**config.mk**
```make
export PLATFORM = sky130hd
export DESIGN_NAME = gry_conflict_monitor
export DESIGN_NICKNAME = d
export VERILOG_FILES = /design/src/rtl/gry_conflict_monitor.sv
export SDC_FILE = /design/constraint.sdc
export NUM_CORES = 1
export LEC_CHECK = 0
export CAP_MARGIN = 20
export CORE_MARGIN = 2
export CORE_UTILIZATION = 49
export CTS_CLUSTER_DIAMETER = 120
export DETAILED_ROUTE_END_ITERATION = 16
export PLACE_DENSITY = 0.71
export SLEW_MARGIN = 5
export SYNTH_ARGS = -nofsm -noshare
export SYNTH_HDL_FRONTEND = slang
export SYNTH_SLANG_ARGS = --single-unit
```
**constraint.sdc**
```tcl
create_clock -name clk -period 2.7 [get_ports clk]
set_clock_uncertainty 0.05 [all_clocks]
set_input_delay 0.54 -clock clk [delete_from_list [all_inputs] [get_ports clk]]
set_output_delay 0.54 -clock clk [all_outputs]
set_load 0.03 [all_outputs]
```
**src/rtl/gry_conflict_monitor.sv**
```systemverilog
// Safety monitor for the 4-way traffic-light lamp drives: decodes heads and latches the first
// conflict/lamp/pair/sequence/timing fault. Optional entry counter output: GRY_MON_FAULT_CNT_EN.
module gry_conflict_monitor #(
    parameter int CNT_W      = 5,
    parameter int MIN_GREEN  = 4,
    parameter int MIN_YELLOW = 2,
    parameter int MAX_YELLOW = 4
) (
    input  logic       clk,
    input  logic       rstn,
    input  logic       a0_green,
    input  logic       a0_yellow,
    input  logic       a0_red,
    input  logic       a1_green,
    input  logic       a1_yellow,
    input  logic       a1_red,
    input  logic       b0_green,
    input  logic       b0_yellow,
    input  logic       b0_red,
    input  logic       b1_green,
    input  logic       b1_yellow,
    input  logic       b1_red,
    input  logic       clr_fault,
    output logic [1:0] a_phase,
    output logic [1:0] b_phase,
    output logic       fault,
    output logic [2:0] fault_code,
    output logic       fault_grp,
    output logic       all_red_req
`ifdef GRY_MON_FAULT_CNT_EN
    ,
    output logic [7:0] fault_cnt
`endif
);

    localparam logic [1:0] PH_INV = 2'b00;
    localparam logic [1:0] PH_G   = 2'b01;
    localparam logic [1:0] PH_Y   = 2'b10;
    localparam logic [1:0] PH_R   = 2'b11;

    localparam logic [2:0] C_NONE     = 3'd0;
    localparam logic [2:0] C_CONFLICT = 3'd1;
    localparam logic [2:0] C_LAMP     = 3'd2;
    localparam logic [2:0] C_PAIR     = 3'd3;
    localparam logic [2:0] C_SEQ      = 3'd4;
    localparam logic [2:0] C_TIMING   = 3'd5;
    localparam logic [2:0] C_STUCK    = 3'd6;

    localparam logic [CNT_W-1:0] DWELL_ONE = CNT_W'(32'd1);
    localparam logic [CNT_W-1:0] DWELL_MAX = {CNT_W{1'b1}};
    localparam logic [CNT_W-1:0] MIN_G_C   = CNT_W'(MIN_GREEN);
    localparam logic [CNT_W-1:0] MIN_Y_C   = CNT_W'(MIN_YELLOW);
    localparam logic [CNT_W-1:0] MAX_Y_C   = CNT_W'(MAX_YELLOW);

    typedef enum logic [1:0] {
        ST_INIT  = 2'd0,
        ST_RUN   = 2'd1,
        ST_FAULT = 2'd2
    } state_e;

    function automatic logic [1:0] head_decode(input logic [2:0] gyr);
        logic [1:0] ph;
        case (gyr)
            3'b100:  ph = PH_G;
            3'b010:  ph = PH_Y;
            3'b001:  ph = PH_R;
            default: ph = PH_INV;
        endcase
        return ph;
    endfunction

    function automatic logic seq_legal(input logic [1:0] from_ph, input logic [1:0] to_ph);
        return ((from_ph == PH_G) && (to_ph == PH_Y)) ||
               ((from_ph == PH_Y) && (to_ph == PH_R)) ||
               ((from_ph == PH_R) && (to_ph == PH_G));
    endfunction

    // Heads are indexed a0, a1, b0, b1; each entry is {green, yellow, red}.
    logic [3:0][2:0]       lamp_q;
    logic                  smp_vld_q;
    logic [3:0][1:0]       head_ph_s;
    logic [3:0]            inv_s;
    logic [1:0][1:0]       grp_ph_q;
    logic [1:0][CNT_W-1:0] dwell_q;
    logic [1:0][CNT_W-1:0] dwell_d;
    logic [1:0]            chg_s;
    logic [1:0]            pair_s;
    logic [1:0]            seq_s;
    logic [1:0]            tim_s;
    logic [1:0]            stuck_s;
    logic                  conflict_s;
    logic                  run_chk_s;
    logic [2:0]            det_code_s;
    logic                  det_grp_s;
    logic                  clr_acc_s;
    logic                  enter_fault_s;

    state_e                state_q;
    state_e                state_d;
    logic                  fault_q;
    logic                  fault_d;
    logic                  all_red_q;
    logic                  all_red_d;
    logic [2:0]            code_q;
    logic [2:0]            code_d;
    logic                  grp_q;
    logic                  grp_d;

    assign clr_acc_s = (state_q == ST_FAULT) && clr_fault;
    assign run_chk_s = (state_q == ST_RUN);

    // Lamp capture; a sample taken alongside an accepted clear is marked unusable.
    always_ff @(posedge clk or negedge rstn) begin
        if (!rstn) begin
            lamp_q    <= '0;
            smp_vld_q <= 1'b0;
        end else begin
            lamp_q[0] <= {a0_green, a0_yellow, a0_red};
            lamp_q[1] <= {a1_green, a1_yellow, a1_red};
            lamp_q[2] <= {b0_green, b0_yellow, b0_red};
            lamp_q[3] <= {b1_green, b1_yellow, b1_red};
            smp_vld_q <= !clr_acc_s;
        end
    end

    // Head decode and dwell next-state.
    always_comb begin
        head_ph_s = '0;
        inv_s     = '0;
        dwell_d   = dwell_q;
        for (int h = 0; h < 4; h++) begin
            head_ph_s[h] = head_decode(lamp_q[h]);
            inv_s[h]     = (head_ph_s[h] == PH_INV);
        end
        for (int g = 0; g < 2; g++) begin
            if ((state_q == ST_INIT) || (head_ph_s[2*g] != grp_ph_q[g])) begin
                dwell_d[g] = DWELL_ONE;
            end else if (dwell_q[g] == DWELL_MAX) begin
                dwell_d[g] = DWELL_MAX;
            end else begin
                dwell_d[g] = dwell_q[g] + DWELL_ONE;
            end
        end
    end

    // Per-group rule hits; transitions judge the dwell of the phase being left.
    always_comb begin
        chg_s   = '0;
        pair_s  = '0;
        seq_s   = '0;
        tim_s   = '0;
        stuck_s = '0;
        for (int g = 0; g < 2; g++) begin
            chg_s[g]   = (head_ph_s[2*g] != grp_ph_q[g]);
            pair_s[g]  = (head_ph_s[2*g] != head_ph_s[2*g+1]);
            seq_s[g]   = chg_s[g] && !seq_legal(grp_ph_q[g], head_ph_s[2*g]);
            tim_s[g]   = chg_s[g] &&
                         (((grp_ph_q[g] == PH_G) && (dwell_q[g] < MIN_G_C)) ||
                          ((grp_ph_q[g] == PH_Y) && (dwell_q[g] < MIN_Y_C)));
            stuck_s[g] = (head_ph_s[2*g] == PH_Y) && (dwell_d[g] > MAX_Y_C);
        end
        conflict_s = (head_ph_s[0] != PH_R) && (head_ph_s[2] != PH_R);
    end

    // Priority encode: lowest code first, group A before group B.
    always_comb begin
        det_code_s = C_NONE;
        det_grp_s  = 1'b0;
        if (conflict_s) begin
            det_code_s = C_CONFLICT;
        end else if (|inv_s) begin
            det_code_s = C_LAMP;
            det_grp_s  = !(inv_s[0] || inv_s[1]);
        end else if (pair_s[0]) begin
            det_code_s = C_PAIR;
        end else if (pair_s[1]) begin
            det_code_s = C_PAIR;
            det_grp_s  = 1'b1;
        end else if (run_chk_s && seq_s[0]) begin
            det_code_s = C_SEQ;
        end else if (run_chk_s && seq_s[1]) begin
            det_code_s = C_SEQ;
            det_grp_s  = 1'b1;
        end else if (run_chk_s && tim_s[0]) begin
            det_code_s = C_TIMING;
        end else if (run_chk_s && tim_s[1]) begin
            det_code_s = C_TIMING;
            det_grp_s  = 1'b1;
        end else if (run_chk_s && stuck_s[0]) begin
            det_code_s = C_STUCK;
        end else if (run_chk_s && stuck_s[1]) begin
            det_code_s = C_STUCK;
            det_grp_s  = 1'b1;
        end else begin
            det_code_s = C_NONE;
            det_grp_s  = 1'b0;
        end
    end

    // Monitor FSM next-state and latched fault outputs.
    always_comb begin
        state_d       = state_q;
        fault_d       = fault_q;
        all_red_d     = all_red_q;
        code_d        = code_q;
        grp_d         = grp_q;
        enter_fault_s = 1'b0;
        case (state_q)
            ST_INIT, ST_RUN: begin
                if ((state_q == ST_INIT) && !smp_vld_q) begin
                    state_d = ST_INIT;
                end else if (det_code_s != C_NONE) begin
                    state_d       = ST_FAULT;
                    fault_d       = 1'b1;
                    all_red_d     = 1'b1;
                    code_d        = det_code_s;
                    grp_d         = det_grp_s;
                    enter_fault_s = 1'b1;
                end else begin
                    state_d = ST_RUN;
                end
            end
            ST_FAULT: begin
                if (clr_fault) begin
                    state_d   = ST_INIT;
                    fault_d   = 1'b0;
                    all_red_d = 1'b0;
                    code_d    = C_NONE;
                    grp_d     = 1'b0;
                end else begin
                    state_d = ST_FAULT;
                end
            end
            default: begin
                state_d   = ST_INIT;
                fault_d   = 1'b0;
                all_red_d = 1'b0;
                code_d    = C_NONE;
                grp_d     = 1'b0;
            end
        endcase
    end

    // State, fault, phase and dwell registers.
    always_ff @(posedge clk or negedge rstn) begin
        if (!rstn) begin
            state_q   <= ST_INIT;
            fault_q   <= 1'b0;
            all_red_q <= 1'b0;
            code_q    <= C_NONE;
            grp_q     <= 1'b0;
            grp_ph_q  <= '0;
            dwell_q   <= '0;
        end else begin
            state_q     <= state_d;
            fault_q     <= fault_d;
            all_red_q   <= all_red_d;
            code_q      <= code_d;
            grp_q       <= grp_d;
            grp_ph_q[0] <= head_ph_s[0];
            grp_ph_q[1] <= head_ph_s[2];
            dwell_q     <= dwell_d;
        end
    end

    assign a_phase     = grp_ph_q[0];
    assign b_phase     = grp_ph_q[1];
    assign fault       = fault_q;
    assign fault_code  = code_q;
    assign fault_grp   = grp_q;
    assign all_red_req = all_red_q;

`ifdef GRY_MON_FAULT_CNT_EN
    logic [7:0] fault_cnt_q;

    // Saturating count of fault entries; survives clr_fault.
    always_ff @(posedge clk or negedge rstn) begin
        if (!rstn) begin
            fault_cnt_q <= 8'd0;
        end else if (enter_fault_s && (fault_cnt_q != 8'hFF)) begin
            fault_cnt_q <= fault_cnt_q + 8'd1;
        end else begin
            fault_cnt_q <= fault_cnt_q;
        end
    end

    assign fault_cnt = fault_cnt_q;
`endif

endmodule

```
==> results by group <==
Run status
  – Status: finished, final reports clean

Power and ir drop
  – Lkg Pwr: 1.09 nW
  – Switching power: 0.562 mW
  – Gate power share: 0.345
  – Reg power frac: 0.383
  – Power per Cell Area: 630 nW/µm²
  – Switching portion of total power: 0.328
  – Internal cell power: 1.15 mW
  – Clock share of power: 0.272
  – Total power: 1.71 mW
  – Peak supply drop: 0.000333 V

Critical path
  – R2r startpoint: lamp_q[6]
  – Worst Setup SP: lamp_q[6]
  – Arrival time worst endpoint: 2.67 ns
  – RR Endpoint: fault_grp
  – Worst reg2reg path depth: 7
  – Crit path max fanout: 13
  – Critical Path Sink Type: flip-flop
  – R2r setup slk: 0.16 ns
  – Crit start category: flip-flop
  – Critical setup path kind: reg2reg
  – Req. time, crit path: 2.83 ns

Routing
  – DRC: 0
  – Total Wirelength: 4800 µm
  – Routed Antenna Nets: 0
  – TritonRoute pass-1 iters: 4
  – Drt wl/cell: 14.3 µm
  – Detailed-route via count: 1976
  – Initial DRC count: 129
  – Post-DR vias/cell: 5.88

Timing
  – Min cycle time layout: 2.54 ns
  – Final setup fails: 0
  – Pins over their slew limit: 0
  – Tcrit/Tclk final: 0.939
  – Worst Setup Slack, final: 0.164 ns
  – Worst-Margin Slew: 0.741 ns
  – RSZ-0062 raised after global routing: no
  – Max Freq: 394 MHz
  – Setup TNS Final: 0 ns
  – Final Hold Fails: 0
  – Slew Limit Headroom: 0.506

Placement
  – Placed insts: 329
  – Buffers on Ports: 24
  – Post-DP HPWL: 3540 µm
  – Gpl congestion: 0.845
  – Post-place setup slack: 0.0749 ns

Die
  – Placeable Area: 4380 µm²
  – Starting Density: 0.514
  – Die Y: 71.8 µm
  – Row Count: 24
  – Die area: 5160 µm²
  – Top Ports: 25
  – Die W: 71.8 µm

Yosys
  – Ys flop type: dfrtp_1
  – Post-Syn Area: 2250 µm²
  – Share of flip-flops with an asynchronous set or reset: 1.00
  – Synth Instances: 258
  – Area contributors post-synth: dfrtp_1 38%, nand2b_1 4.7%, nor2_1 4.0%, a21oi_1 3.8%, a31oi_1 2.2%
  – Number of enable flip-flop cells after synthesis: 0
  – Post-synth top area share: 0.377
  – Distinct cells, synth: 62
  – YS warnings: 0
  – Net Count, Synth: 275
  – Synth area leader: dfrtp_1
  – Synthesized flop and latch total: 34
  – Syn_area_per_cell: 8.74 µm²
  – Sequential area share after synthesis: 0.377

Global routing
  – GRT Total Usage: 0.196
  – Number of global-route vias before repair: 1754
  – First-pass GRT wire length: 8000 µm
  – Total grt overflow: 0
  – Largest net degree at the start of global routing: 35
  – Antenna violations before repair: 0

Clocking
  – Max clock buf depth: 2
  – CTS Sinks: 34
  – Post-CTS Hold Fix Bufs: 0
  – TritonCTS clock tree: done
  – CTS clock-pin slew for the worst setup and hold paths: 0.06 ns
  – Root Buffer: clkbuf_8
  – Skew-Pair Late Insertion Delay: 0.28 ns
  – CTS Buf Count: 5
  – Setup repair bufs after CTS: 0
  – Htree depth: 2

Final layout
  – Layout cells sized above 1: 0.148
  – Area grow syn2layout: 20.6%
  – Most frequent cells in the layout: 33 x dfrtp_1, 24 x nor2_1, 23 x clkdlybuf4s50_1
  – Net count, final: 301
  – Final core utilization: 0.620
  – Final cell count without fillers: 336
  – Commonest non-fill, non-tap cell in the layout: dfrtp_1
  – # fillers: 395
  – Ant diodes: 0

Worst hold path
  – Hold WC Path Type: in2async

Flow run
  – Max_cap viols: 0
[registers in the layout, summed over array words and instances, names as in the netlist]
name         cells
dwell_q         10
fault_grp        1
a_phase          2
all_red_req      1
state_q          2
smp_vld_q        1
fault_code       3
lamp_q          12
b_phase          2
[per-layer routing]
metal | global-route usage | routed length (µm)
met2 | 0.292 | 2170
met3 | 0.0450 | 193
met5 | 0 | 0
met1 | 0.281 | 2350
met4 | 0.0692 | 76
[repair_timing]
item / in CTS / in global routing
endpoints found under the hold margin: 0 / 0
resized for setup: 0 / 10
setup endpoints to repair: 0 / 6
[worst max-delay path, cell delays in order (launching register included)]
cell and delay, ns:
dfrtp_1 0.52, maj3_2 0.42, mux2i_1 0.18, o22ai_2 0.14, a41o_1 0.25, or3_4 0.39
o31a_1 0.32, o32ai_1 0.15
[cells by family after synthesis]
group                      count (synthesis)  share of synthesized area
buffers and inverters                     31                     0.0633
adders and majority gates                  5                     0.0250
AOI/OAI and AO/OA                         77                      0.239
and+or+nand+nor                          104                      0.268
DFF                                       34                      0.377
xor gates and xnor gates                   6                     0.0233
muxes                                      1                    0.00444
[power groups by stage]
stage | combinational, mW | clock [mW] | sequential, mW
after floorplan | 0.366 | 0 | 0.688
after global placement | 0.564 | 0 | 0.660
after detailed placement | 0.572 | 0 | 0.664
after CTS | 0.572 | 0.483 | 0.655
after global routing | 0.654 | 0.502 | 0.668
final | 0.590 | 0.467 | 0.656
[how the worst max path moves through the flow]
stage / slack [ns] / endpoint / cells past startpoint
floorplan: 0.17 / fault_code[1] / 8
global placement: 0.11 / fault_code[1] / 7
detailed placement: 0.07 / fault_code[1] / 7
global route: 0.02 / fault_code[1] / 8
finish: 0.16 / fault_grp / 7
CTS: 0.04 / fault_grp / 7
[metrics by stage]
step	area (µm²)	hold slack, ns
detailed placement	2560	0.457
global placement	2560	0.451
CTS	2680	0.298
finish	2720	0.268
global route	2720	0.342
floorplan	2250	0.194
[synthesized netlist by cell type, drive strengths merged (2+ instances only)]
cell and number:
maj3 3, inv 12, xnor2 3, or3b 3, o21ai 11, a31oi 8
nand2b 17, nor2 24, or2 4, o31ai 3, nand4 6, clkbuf 7
a211oi 3, nand2 11, nor4bb 4, a22oi 2, a2111oi 4, a21oi 17
xor2 3, a32oi 3, ha 2, nor2b 7, o22ai 6, dfrtp 34
buf 12, nand3b 2, or3 2, nor3b 7, nor3 8, o221ai 3
o21bai 3, o32ai 2, nand3 4
[final cells by class]
cell class / count / area [µm²] / share of cell area
multi-input combinational: 193 / 1310 / 0.480
sequential: 34 / 852 / 0.313
timing repair buffer: 38 / 340 / 0.125
clock inverter: 1 / 30.0 / 0.0110
clock buffer: 6 / 82.6 / 0.0304
tap: 52 / 65.1 / 0.0239
inverter: 12 / 45.0 / 0.0166
Power figures use the tool's default switching activity.
